## config.mk

```make
export PLATFORM = sky130hd
export DESIGN_NAME = pdm_modulator
export DESIGN_NICKNAME = d
export VERILOG_FILES = /design/src/rtl/pdm_modulator.sv
export SDC_FILE = /design/constraint.sdc
export NUM_CORES = 1
export LEC_CHECK = 0
export BUFFER_PORTS_ARGS = -buffer_cell sky130_fd_sc_hd__buf_2
export CAP_MARGIN = 25
export CORE_MARGIN = 3
export CORE_UTILIZATION = 58
export DETAILED_ROUTE_END_ITERATION = 12
export PLACE_DENSITY = 0.85
export SYNTH_ARGS = -nofsm -noshare
export SYNTH_HDL_FRONTEND = slang
export SYNTH_SLANG_ARGS = --single-unit
```

## constraint.sdc

```tcl
create_clock -name i_clk -period 2.4 [get_ports i_clk]
set_input_delay 0.36 -clock i_clk [delete_from_list [all_inputs] [get_ports i_clk]]
set_output_delay 0.36 -clock i_clk [all_outputs]
set_load 0.005 [all_outputs]
```

## src/rtl/pdm_modulator.sv

```systemverilog
// pdm_modulator: interpolating first-order delta-sigma modulator, one PDM bit per clock, OSR bits per sample
module pdm_modulator #(
  parameter int DW  = 8,
  parameter int OSR = 64
) (
  input  logic          i_clk,
  input  logic          i_rst,
  input  logic          i_enable,
  input  logic [DW-1:0] i_in_data,
  input  logic          i_in_valid,
  output logic          o_in_ready,
  output logic          o_out,
  output logic          o_sample_tick,
  output logic          o_underrun
);
  localparam int PW = (OSR > 1) ? $clog2(OSR) : 1;
  localparam logic [PW-1:0] LAST = PW'(OSR - 1);
  typedef enum logic [1:0] {IDLE, PRIME, RUN} state_t;
  state_t          r_state, w_state_nxt;
  logic [DW-1:0]   r_acc, r_cur, r_nxt;
  logic [PW-1:0]   r_phase;
  logic            r_nxt_valid, r_out, r_tick, r_underrun;
  logic [DW:0]     w_sum;
  logic            w_hs, w_bnd;
  assign o_in_ready    = (r_state != IDLE) && !r_nxt_valid;
  assign w_hs          = i_in_valid && o_in_ready;
  assign w_sum         = {1'b0, r_acc} + {1'b0, r_cur};
  assign w_bnd         = r_phase == LAST;
  assign o_out         = r_out;
  assign o_sample_tick = r_tick;
  assign o_underrun    = r_underrun;
  always_comb begin
    w_state_nxt = !i_enable ? IDLE :
                  (r_state == IDLE) ? PRIME :
                  (r_state == PRIME && r_nxt_valid) ? RUN : r_state;
  end
  always_ff @(posedge i_clk) begin
    if (i_rst) r_state <= IDLE;
    else       r_state <= w_state_nxt;
  end
  always_ff @(posedge i_clk) begin
    if (i_rst) begin
      r_acc       <= '0;
      r_cur       <= '0;
      r_nxt       <= '0;
      r_phase     <= '0;
      r_nxt_valid <= 1'b0;
      r_out       <= 1'b0;
      r_tick      <= 1'b0;
      r_underrun  <= 1'b0;
    end else begin
      r_out      <= 1'b0;
      r_tick     <= 1'b0;
      r_underrun <= 1'b0;
      if (r_state == RUN && i_enable) begin
        // acc keeps running across boundaries so the noise shaping stays continuous
        {r_out, r_acc} <= w_sum;
        r_phase        <= w_bnd ? '0 : r_phase + 1'b1;
        r_tick         <= w_bnd;
        r_underrun     <= w_bnd && !r_nxt_valid;
        if (w_bnd && r_nxt_valid) begin
          r_cur       <= r_nxt;
          r_nxt_valid <= 1'b0;
        end else if (w_hs) begin
          r_nxt       <= i_in_data;
          r_nxt_valid <= 1'b1;
        end
      end else if (r_state == PRIME && i_enable) begin
        if (r_nxt_valid) begin
          r_cur       <= r_nxt;
          r_nxt_valid <= 1'b0;
          r_acc       <= '0;
          r_phase     <= '0;
        end else if (w_hs) begin
          r_nxt       <= i_in_data;
          r_nxt_valid <= 1'b1;
        end
      end else begin
        r_acc       <= '0;
        r_phase     <= '0;
        r_nxt_valid <= 1'b0;
      end
    end
  end
endmodule
```

==> flow_summary.json, run 1 <==
{
  "cts_tree": "done",
  "clkSlewWorstSetupHoldPaths_ps": 110,
  "dieArea_mm2": 0.00385,
  "rsz0062_at_grt": "false",
  "io_buffers": 15,
  "startpoint": "r_cur[0]$_SDFFE_PP0P_",
  "ant_nets": 0,
  "yosysSeqAreaShare_pct": 39.6,
  "outcome": "finished, final reports clean",
  "cts_resized": 0,
  "holdBufCountCts": 0,
  "finalHoldViolations": 0,
  "netlist_area_mm2": 0.00182,
  "postLayoutCellArea_mm2": 0.00198,
  "cp_max_fo": 3,
  "arrival_ps": 2030,
  "grt-ovfl-total": 0,
  "tightest_slew_ps": 461,
  "routed_wirelength_mm": 3.39,
  "min_period_ps": 1790,
  "drive_gt1_share_pct": 15.3,
  "numClockSinks": 36,
  "start_kind": "flop",
  "grt_pass1_vias": 1348,
  "grt_use_total_pct": 21.2,
  "p_leak_nw": 0.774,
  "setup_viol_count_final": 0,
  "root_buffer": "clkbuf_4",
  "hpwlAfterDp_mm": 2.56,
  "post-route-period-util_pct": 74.5,
  "cts_htree_levels": 2,
  "syn_inst": 195,
  "place_area_mm2": 0.00190,
  "syn2layout_area_growth_pct": 8.52,
  "synthTopCellsByArea": "dfxtp_1 40%, ha_1 6.2%, mux2i_1 5.5%, nand3b_1 4.1%, a21oi_1 3.6%",
  "grt_pass1_wl_mm": 5.89,
  "diodes": 0,
  "syn-mean-instance-area_um2": 9.34,
  "vias_per_cell": 5.81,
  "power.density_mw_per_mm2": 541,
  "peakVddDrop_uv": 480,
  "max_clock_freq_mhz": 559,
  "slew_viol_final": 0,
  "r2r-start": "r_cur[0]$_SDFFE_PP0P_",
  "insertion_delay_ps": 340,
  "vias": 1459,
  "hp-class": "input port to flop",
  "grt_max_degree": 17,
  "use_met2_pct": 34.2,
  "cts_made_buffers": 5,
  "cp-end-kind": "flop",
  "layout.nets": 230,
  "slew-limit-headroom_pct": 69.3,
  "endpoint": "r_acc[6]$_SDFFE_PP0P_",
  "min_from": "i_in_data[2]",
  "io_pins": 16,
  "place_congestion": 0.824,
  "rr_endpoint": "r_acc[6]$_SDFFE_PP0P_",
  "fp-row-count": 19,
  "start_util_pct": 63.3,
  "die-height_um": 62.0,
  "core_area_mm2": 0.00288,
  "yosysWarnings": 0,
  "drc": 0,
  "required_ps": 2640,
  "maxCapViolCount": 0,
  "clk_path_buf_depth": 2,
  "wire_per_inst_um": 13.5,
  "synth-seq-cells": 36,
  "critical_path_class": "flop to flop",
  "use_met1_pct": 26.2,
  "die_w_um": 62.0,
  "grt-busiest-layer": "met2",
  "synth_top_cell_by_area": "dfxtp_1",
  "stdcell_count": 251,
  "synth_top_area_share_pct": 39.6,
  "ys_types": 48,
  "rrSetupSlack_ps": 610,
  "use_met3_pct": 5.58,
  "synth.net_count": 217,
  "ff2ff_path_depth": 7,
  "postCtsSetupBuffers": 0,
  "initialDrtViolationCount": 42,
  "antenna_found_initial": 0,
  "dp.cells": 243,
  "tns_ps": 0,
  "pre_cts_ws_ps": 627,
  "fin_skew_ps": 9.76,
  "worst_slack_ps": 611,
  "drt_first_pass_iters": 5
}
==> metrics by stage <==
stage,total power [mW],hold WS (ps),utilization (%)
detailed placement,0.663,470,65.9
global placement,0.660,455,65.9
finish,1.07,248,68.7
floorplan,0.650,448,-
global route,1.11,230,68.7
CTS,1.08,239,68.7
==> power breakdown <==
group	total [mW]	internal [mW]	leakage, nW	switching (mW)
combinational	0.0451	0.0200	0.443	0.0251
sequential	0.604	0.601	0.290	0.00333
clock	0.420	0.217	0.0412	0.203
total	1.07	0.838	0.774	0.231
==> logic make-up (layout without fill, tap and decap cells) <==
group                      count (synthesis)  count (layout)  synth area share (%)
xor gates and xnor gates                   1               1                 0.481
adders and majority gates                 10              10                  7.28
AOI/OAI and AO/OA                         58              58                  22.3
muxes                                     10              10                  5.49
DFF                                       36              36                  39.6
buffers and inverters                     16              30                  4.53
and+or+nand+nor                           64              64                  20.4
==> registers in the layout, indices dropped and copies added (netlist names) <==
signal / cells
r_phase: 6
r_cur: 8
o_sample_tick: 1
o_out: 1
r_state: 2
r_nxt_valid: 1
r_nxt: 8
r_acc: 8
o_underrun: 1
==> placed cells by master (no fill, tap or decap), types with 2 or more instances in the layout <==
cell type / instances
a21o_1: 2
buf_2: 15
and2b_4: 2
a311oi_1: 2
nand3_1: 2
o21a_1: 3
o21ai_1: 8
nor3b_1: 3
o2111a_1: 2
clkbuf_4: 5
a22o_1: 2
nand2_1: 12
nor2_1: 17
inv_1: 6
and2_1: 2
a21oi_1: 13
or3_1: 2
and3_1: 2
o21ai_0: 8
dfxtp_1: 36
a211oi_1: 4
nor3_1: 3
nand3b_1: 10
mux2i_1: 10
nand4bb_1: 2
ha_1: 9
a32o_1: 3
==> synthesized netlist by cell type, drive strengths merged <==
library cell  number
a211o              1
a211oi             4
a21o               2
a21oi             14
a222oi             1
a22o               2
a22oi              1
a311oi             2
a31oi              2
a32o               3
a41oi              1
and2               2
and2b              2
and3               2
and4               1
and4bb             1
buf                8
clkbuf             2
dfxtp             36
fa                 1
ha                 9
inv                6
mux2i             10
nand2             12
nand3              2
nand3b            10
nand4bb            2
nor2              18
nor2b              1
nor3               4
nor3b              3
nor4b              1
o2111a             2
o211a              1
o211ai             1
o21a               3
o21ai             16
o21bai             1
o31a               1
or2                1
or3                2
xnor2              1
==> worst min path at each step <==
stage | slack [ps] | end | cells past startpoint
6_report | 250 | r_nxt[2]$_SDFFE_PP0P_ | 3
5_1_grt | 230 | r_nxt[4]$_SDFFE_PP0P_ | 3
4_1_cts | 240 | r_nxt[2]$_SDFFE_PP0P_ | 3
3_5_place_dp | 470 | r_acc[4]$_SDFFE_PP0P_ | 1
3_3_place_gp | 460 | r_acc[3]$_SDFFE_PP0P_ | 1
2_1_floorplan | 450 | r_acc[3]$_SDFFE_PP0P_ | 1
==> critical path: stages (launching register included) <==
cell and delay (ps):
dfxtp_1 350, ha_1 180, inv_1 60, fa_1 400, nor2b_1 170, o31a_1 150, o21ai_0 110, a32o_1 270
==> routing by layer <==
layer / vias to the layer above / share of wire, % / routed length [um]
met3: 7 / 5.2 / 177
met5: - / 0 / 0
li1: 746 / - / -
met2: 43 / 47 / 1580
met4: 0 / 2.4 / 80
met1: 663 / 46 / 1550
==> cell type report <==
type,instances,area [um^2]
clock inverter,3,42.5
inverter,6,22.5
fill,226,900
clock buffer,5,37.5
sequential,36,721
timing repair buffer,16,82.6
tap,42,52.6
multi-input combinational,143,1020
Power figures use the tool's default switching activity.
==> run 2: changes to the inputs <==
Settings changed: ABC_AREA from default to 1.
Clock period 2.4 ns to 1.7 ns, I/O delays scaled along.
==> run 2 against run 1 <==
Non-clock buffer count up 1. Largest power group unchanged. First-iteration DRC count down 2.4%. Register-to-register slack worse by 410 ps. Count of clock-buffer cells in the layout up 3.
==> flow_summary.json, run 2 <==
{
  "vias_per_cell": 5.07,
  "ys_types": 29,
  "io_pins": 16,
  "arrival_ps": 1780,
  "yosysWarnings": 0,
  "synthTopCellsByArea": "dfxtp_1 40%, nand2_1 11%, a21oi_1 7.2%, ha_1 6.2%, nor2_1 5.6%",
  "vias": 1510,
  "insertion_delay_ps": 340,
  "cts_made_buffers": 5,
  "slew_viol_final": 0,
  "final_common_cell": "nand2_1",
  "synthArstFlopShare_pct": 0,
  "postLayoutCellArea_mm2": 0.00198,
  "p_clk_share_pct": 34.3,
  "grt_pass1_vias": 1406,
  "ant_nets": 0,
  "rsz0062_at_grt": "false",
  "maxCapViolCount": 0,
  "max_clock_freq_mhz": 665,
  "p_int_mw": 1.07,
  "required_ps": 1980,
  "seqCellArea_um2": 722,
  "p_leak_nw": 0.860,
  "comb_power_share_pct": 4.1,
  "power.density_mw_per_mm2": 698,
  "rrSetupSlack_ps": 200,
  "grt-ovfl-total": 0,
  "cts_resized": 0,
  "r2r-start": "r_cur[0]$_SDFFE_PP0P_",
  "fillCellCount": 255,
  "ys.flop_type": "dfxtp_1",
  "power_mw": 1.38,
  "p_sw_uw": 307,
  "outcome": "finished, final reports clean",
  "ys_top_cells_by_count": "55 x nand2_1, 36 x dfxtp_1, 27 x nor2_1, 26 x a21oi_1, 20 x inv_1",
  "hp-class": "input port to flop",
  "critical_path_class": "flop to flop",
  "synth-edff-count": 0,
  "holdBufCountCts": 0,
  "start_util_pct": 63.0,
  "largest_registers": "r_acc: 8 flops, r_cur: 8 flops, r_nxt: 8 flops",
  "postCtsSetupBuffers": 0,
  "drt_first_pass_iters": 4,
  "fp-row-count": 19,
  "min_period_ps": 1500,
  "drc": 0,
  "grt_max_degree": 19,
  "cts_tree": "done",
  "setup_viol_count_final": 0,
  "post-route-period-util_pct": 88.4,
  "root_buffer": "clkbuf_4",
  "utilization_pct": 68.7,
  "numClockSinks": 36,
  "drive_gt1_share_pct": 18.0,
  "worst_slack_ps": 197,
  "syn_inst": 237,
  "synth-seq-cells": 36,
  "grt_use_total_pct": 20.4,
  "hpwlAfterDp_mm": 2.48,
  "ff2ff_path_depth": 10,
  "start_kind": "flop",
  "cts_htree_levels": 2,
  "hold_slack_ps": 140,
  "tns_ps": 0,
  "die-height_um": 61.9,
  "min_from": "i_in_data[7]",
  "hold_end": "r_nxt[7]$_SDFFE_PP0P_",
  "die_w_um": 61.9,
  "io_buffers": 15,
  "stdcell_count": 298,
  "cp_max_fo": 2,
  "rr_endpoint": "o_out$_SDFF_PP0_",
  "synth.net_count": 259,
  "hold_depth": 3,
  "switching_share_pct": 22.2,
  "fin_skew_ps": 5.73,
  "pre_cts_ws_ps": 161,
  "tightest_slew_ps": 447,
  "multi_input_area_um2": 945,
  "wire_per_inst_um": 11.1,
  "dieArea_mm2": 0.00383,
  "p_seq_share_pct": 61.6,
  "syn-mean-instance-area_um2": 7.64,
  "core_area_mm2": 0.00288,
  "clk_path_buf_depth": 2,
  "dp.cells": 290,
  "final_cell_mix": "55 x nand2_1, 35 x dfxtp_1, 27 x nor2_1, 26 x a21oi_1, 20 x inv_1",
  "netlist_area_mm2": 0.00181,
  "synth_most_common_cell": "nand2_1",
  "initialDrtViolationCount": 41,
  "place_congestion": 0.910,
  "yosysSeqAreaShare_pct": 39.8,
  "peakVddDrop_uv": 726,
  "clkSlewWorstSetupHoldPaths_ps": 100,
  "diodes": 0,
  "place_area_mm2": 0.00191,
  "slew-limit-headroom_pct": 70.1,
  "cp-end-kind": "flop",
  "finalHoldViolations": 0,
  "synth_top_area_share_pct": 39.8,
  "grt_pass1_wl_mm": 5.67,
  "syn2layout_area_growth_pct": 9.12,
  "antenna_found_initial": 0,
  "routed_wirelength_mm": 3.32,
  "synth_top_cell_by_area": "dfxtp_1",
  "layout.nets": 277
}
==> run 2: changes by cell type in the layout (fill, tap and decap cells not counted), moves of 10 or more <==
cell and change:
a21oi_1 +13, nand2_1 +43, nand3b_1 -10, mux2i_1 -10
inv_1 +14, nor2_1 +10
==> run 2: cells by family after synthesis <==
family                   count (synthesis)  synth area share, %
XOR/XNOR                                 1                0.484
flip-flops                              36                 39.8
buffers and inverters                   31                 8.22
AO/OA/AOI/OAI                           42                 12.2
adder cells (fa/ha/maj)                 10                 7.32
AND/OR/NAND/NOR                        117                 32.0
==> run 2: worst max-delay path by stage <==
stage	start	cells after the start	endpoint
2_1_floorplan	r_acc[0]$_SDFFE_PP0P_	10	o_out$_SDFF_PP0_
3_3_place_gp	r_cur[0]$_SDFFE_PP0P_	10	o_out$_SDFF_PP0_
3_5_place_dp	r_cur[0]$_SDFFE_PP0P_	10	o_out$_SDFF_PP0_
4_1_cts	r_cur[0]$_SDFFE_PP0P_	10	o_out$_SDFF_PP0_
5_1_grt	r_cur[0]$_SDFFE_PP0P_	10	o_out$_SDFF_PP0_
6_report	r_cur[0]$_SDFFE_PP0P_	10	o_out$_SDFF_PP0_
==> run 2: area by class of cell <==
class,count,area share [%]
clock buffer,8,2.97
inverter,25,5.51
sequential,36,36.5
timing repair buffer,17,4.56
multi-input combinational,170,47.8
tap,42,2.66
==> run 2: power groups by stage <==
| stage | Sequential (mW) | Clock, mW | Combinational (mW) |
|---|---|---|---|
| 2_1_floorplan | 0.869 | 0 | 0.0358 |
| 3_3_place_gp | 0.869 | 0 | 0.0570 |
| 3_5_place_dp | 0.870 | 0 | 0.0571 |
| 4_1_cts | 0.850 | 0.483 | 0.0572 |
| 5_1_grt | 0.851 | 0.515 | 0.0639 |
| 6_report | 0.850 | 0.472 | 0.0567 |
==> run 2: metal layers <==
layer / wire length (um) / GRT usage, %
met5: 0 / 0
met3: 143 / 5.58
met1: 1600 / 24.0
met2: 1490 / 33.6
met4: 79 / 10.9
==> run 2: critical path, cell delays in order, from the launching register on <==
cell and delay (ps):
dfxtp_1 350, ha_1 160, inv_1 60, fa_2 350
inv_1 80, nand3_1 90, nand3_1 80, nand2_1 60
nand2_1 60, nand2_1 40, a21oi_1 110
==> run 3: changes to the inputs <==
Settings changed: CORE_MARGIN 3 to default.
==> run 3 against run 2 <==
The run now ends with design-rule violations left. Die area down 13%. Final area decreased by 0.44%. Non-clock buffer count stayed put. Worst hold slack worse by 6.5 ps. Count of clock-buffer cells in the layout is 1 lower. Critical endpoint unchanged. Largest power group unchanged.
==> flow_summary.json, run 3 (synthesis results as in run 2) <==
{
  "ff2ff_path_depth": 10,
  "dieArea_mm2": 0.00335,
  "slew-limit-headroom_pct": 69.1,
  "max_clock_freq_mhz": 648,
  "antenna_found_initial": 0,
  "multi_input_area_um2": 945,
  "power.density_mw_per_mm2": 724,
  "cts_htree_levels": 2,
  "slew_viol_final": 0,
  "hp-class": "input port to flop",
  "die-height_um": 57.9,
  "tightest_slew_ps": 463,
  "tns_ps": 0,
  "p_clk_share_pct": 36.2,
  "routed_wirelength_mm": 3.35,
  "final_cell_mix": "55 x nand2_1, 36 x dfxtp_1, 27 x nor2_1, 26 x a21oi_1, 20 x inv_1",
  "holdBufCountCts": 0,
  "peakVddDrop_uv": 583,
  "crit_chain": "ha_1, inv_1, fa_2, inv_1, nand3_1, nand3_1, nand2_1, nand2_1, nand2_1, a21oi_1",
  "slowest_delay_ps": 360,
  "seqCellArea_um2": 721,
  "outcome": "finished, violations left",
  "drive_gt1_share_pct": 18.0,
  "hpwlAfterDp_mm": 2.38,
  "post-route-period-util_pct": 90.8,
  "clkSlewWorstSetupHoldPaths_ps": 110,
  "grt_max_degree": 19,
  "power_mw": 1.42,
  "rr_endpoint": "o_out$_SDFF_PP0_",
  "worst_path_max_delay_cell": "dfxtp_1",
  "rsz0062_at_grt": "false",
  "cpMostUsedCell": "nand2_1",
  "path_buf_inv": 2,
  "switching_share_pct": 22.5,
  "maxCapViolCount": 0,
  "start_kind": "flop",
  "finalHoldViolations": 0,
  "clk_path_buf_depth": 2,
  "initialDrtViolationCount": 34,
  "cpLargestDelayFamily": "adder cells",
  "fillCellCount": 241,
  "io_pins": 16,
  "grt_pass1_wl_mm": 5.98,
  "grt_pass1_vias": 1400,
  "io_buffers": 15,
  "wire_per_inst_um": 11.7,
  "hold_slack_ps": 134,
  "largest_registers": "r_acc: 8 flops, r_cur: 8 flops, r_nxt: 8 flops",
  "core_area_mm2": 0.00285,
  "vias": 1530,
  "cp-end-kind": "flop",
  "critical_path_class": "flop to flop",
  "required_ps": 1980,
  "hold_end": "r_nxt[4]$_SDFFE_PP0P_",
  "min_from": "i_in_data[4]",
  "place_congestion": 0.794,
  "diodes": 0,
  "fp-row-count": 19,
  "start_util_pct": 63.5,
  "numClockSinks": 36,
  "layout.nets": 277,
  "grt-ovfl-total": 0,
  "hold_depth": 3,
  "grt_use_total_pct": 23.5,
  "cts_tree": "done",
  "arrival_ps": 1820,
  "vias_per_cell": 5.35,
  "rrSetupSlack_ps": 160,
  "p_leak_nw": 0.865,
  "comb_power_share_pct": 4.1,
  "drc": 2,
  "syn2layout_area_growth_pct": 8.63,
  "insertion_delay_ps": 340,
  "fin_skew_ps": 12.1,
  "p_sw_uw": 321,
  "p_seq_share_pct": 59.7,
  "final_common_cell": "nand2_1",
  "ant_nets": 0,
  "setup_viol_count_final": 0,
  "cp_max_fo": 2,
  "p_int_mw": 1.10,
  "die_w_um": 57.9,
  "violations": "design-rule violations",
  "cts_made_buffers": 5,
  "drt_first_pass_iters": 8,
  "min_period_ps": 1540,
  "r2r-start": "r_cur[0]$_SDFFE_PP0P_",
  "root_buffer": "clkbuf_4"
}
run 3: changes by cell type in the layout (fill, tap and decap cells not counted):
cell / before / now
clkbuf_8: 1 / 2
dfxtp_1: 35 / 36
dfxtp_2: 1 / 0
clkbuf_1: 2 / 0
run 3: routing by layer:
metal,wire length [um],GRT usage [%],vias up
met5,0,0,-
met4,50,11.2,0
met3,134,4.69,6
met2,1540,37.8,34
met1,1630,30.3,675
li1,-,-,815
run 3: worst max path at each step:
stage / cells past startpoint / from / end / slack [ps]
3_5_place_dp: 10 / r_cur[0]$_SDFFE_PP0P_ / o_out$_SDFF_PP0_ / 150
6_report: 10 / r_cur[0]$_SDFFE_PP0P_ / o_out$_SDFF_PP0_ / 160
4_1_cts: 10 / r_cur[0]$_SDFFE_PP0P_ / o_out$_SDFF_PP0_ / 80
2_1_floorplan: 10 / r_acc[0]$_SDFFE_PP0P_ / o_out$_SDFF_PP0_ / 270
3_3_place_gp: 10 / r_acc[0]$_SDFFE_PP0P_ / o_out$_SDFF_PP0_ / 210
5_1_grt: 10 / r_cur[0]$_SDFFE_PP0P_ / o_out$_SDFF_PP0_ / 9
run 3: final cells by class:
class / count / share of cell area, %
timing repair buffer: 17 / 4.58
clock buffer: 7 / 3.31
sequential: 36 / 36.6
inverter: 25 / 5.53
tap: 31 / 1.97
multi-input combinational: 170 / 48.0
run 3: tightest hold or removal path, stage by stage:
cell	delay, ps
buf_2	70
o21ai_1	50
nor2_1	70
run 3: what timing repair did:
item / 4_1_cts / 5_1_grt
endpoints found under the setup margin: 0 / 2
resized for setup: 0 / 1
setup buffers: 0 / 0
run 3: power groups by stage:
| stage | combinational, mW | clock, mW | sequential, mW |
|---|---|---|---|
| after floorplan | 0.0358 | 0 | 0.869 |
| after global placement | 0.0571 | 0 | 0.869 |
| after detailed placement | 0.0579 | 0 | 0.870 |
| after CTS | 0.0581 | 0.522 | 0.850 |
| after global routing | 0.0651 | 0.552 | 0.851 |
| final | 0.0580 | 0.516 | 0.850 |
run 3: through the flow:
step	utilization [%]	instances	area, um^2	setup WS (ps)
2_1_floorplan	-	237	1810	267
3_3_place_gp	66.6	279	1900	213
3_5_place_dp	66.6	279	1900	152
4_1_cts	68.9	286	1970	81.5
5_1_grt	69.0	286	1970	8.97
6_report	69.0	286	1970	157
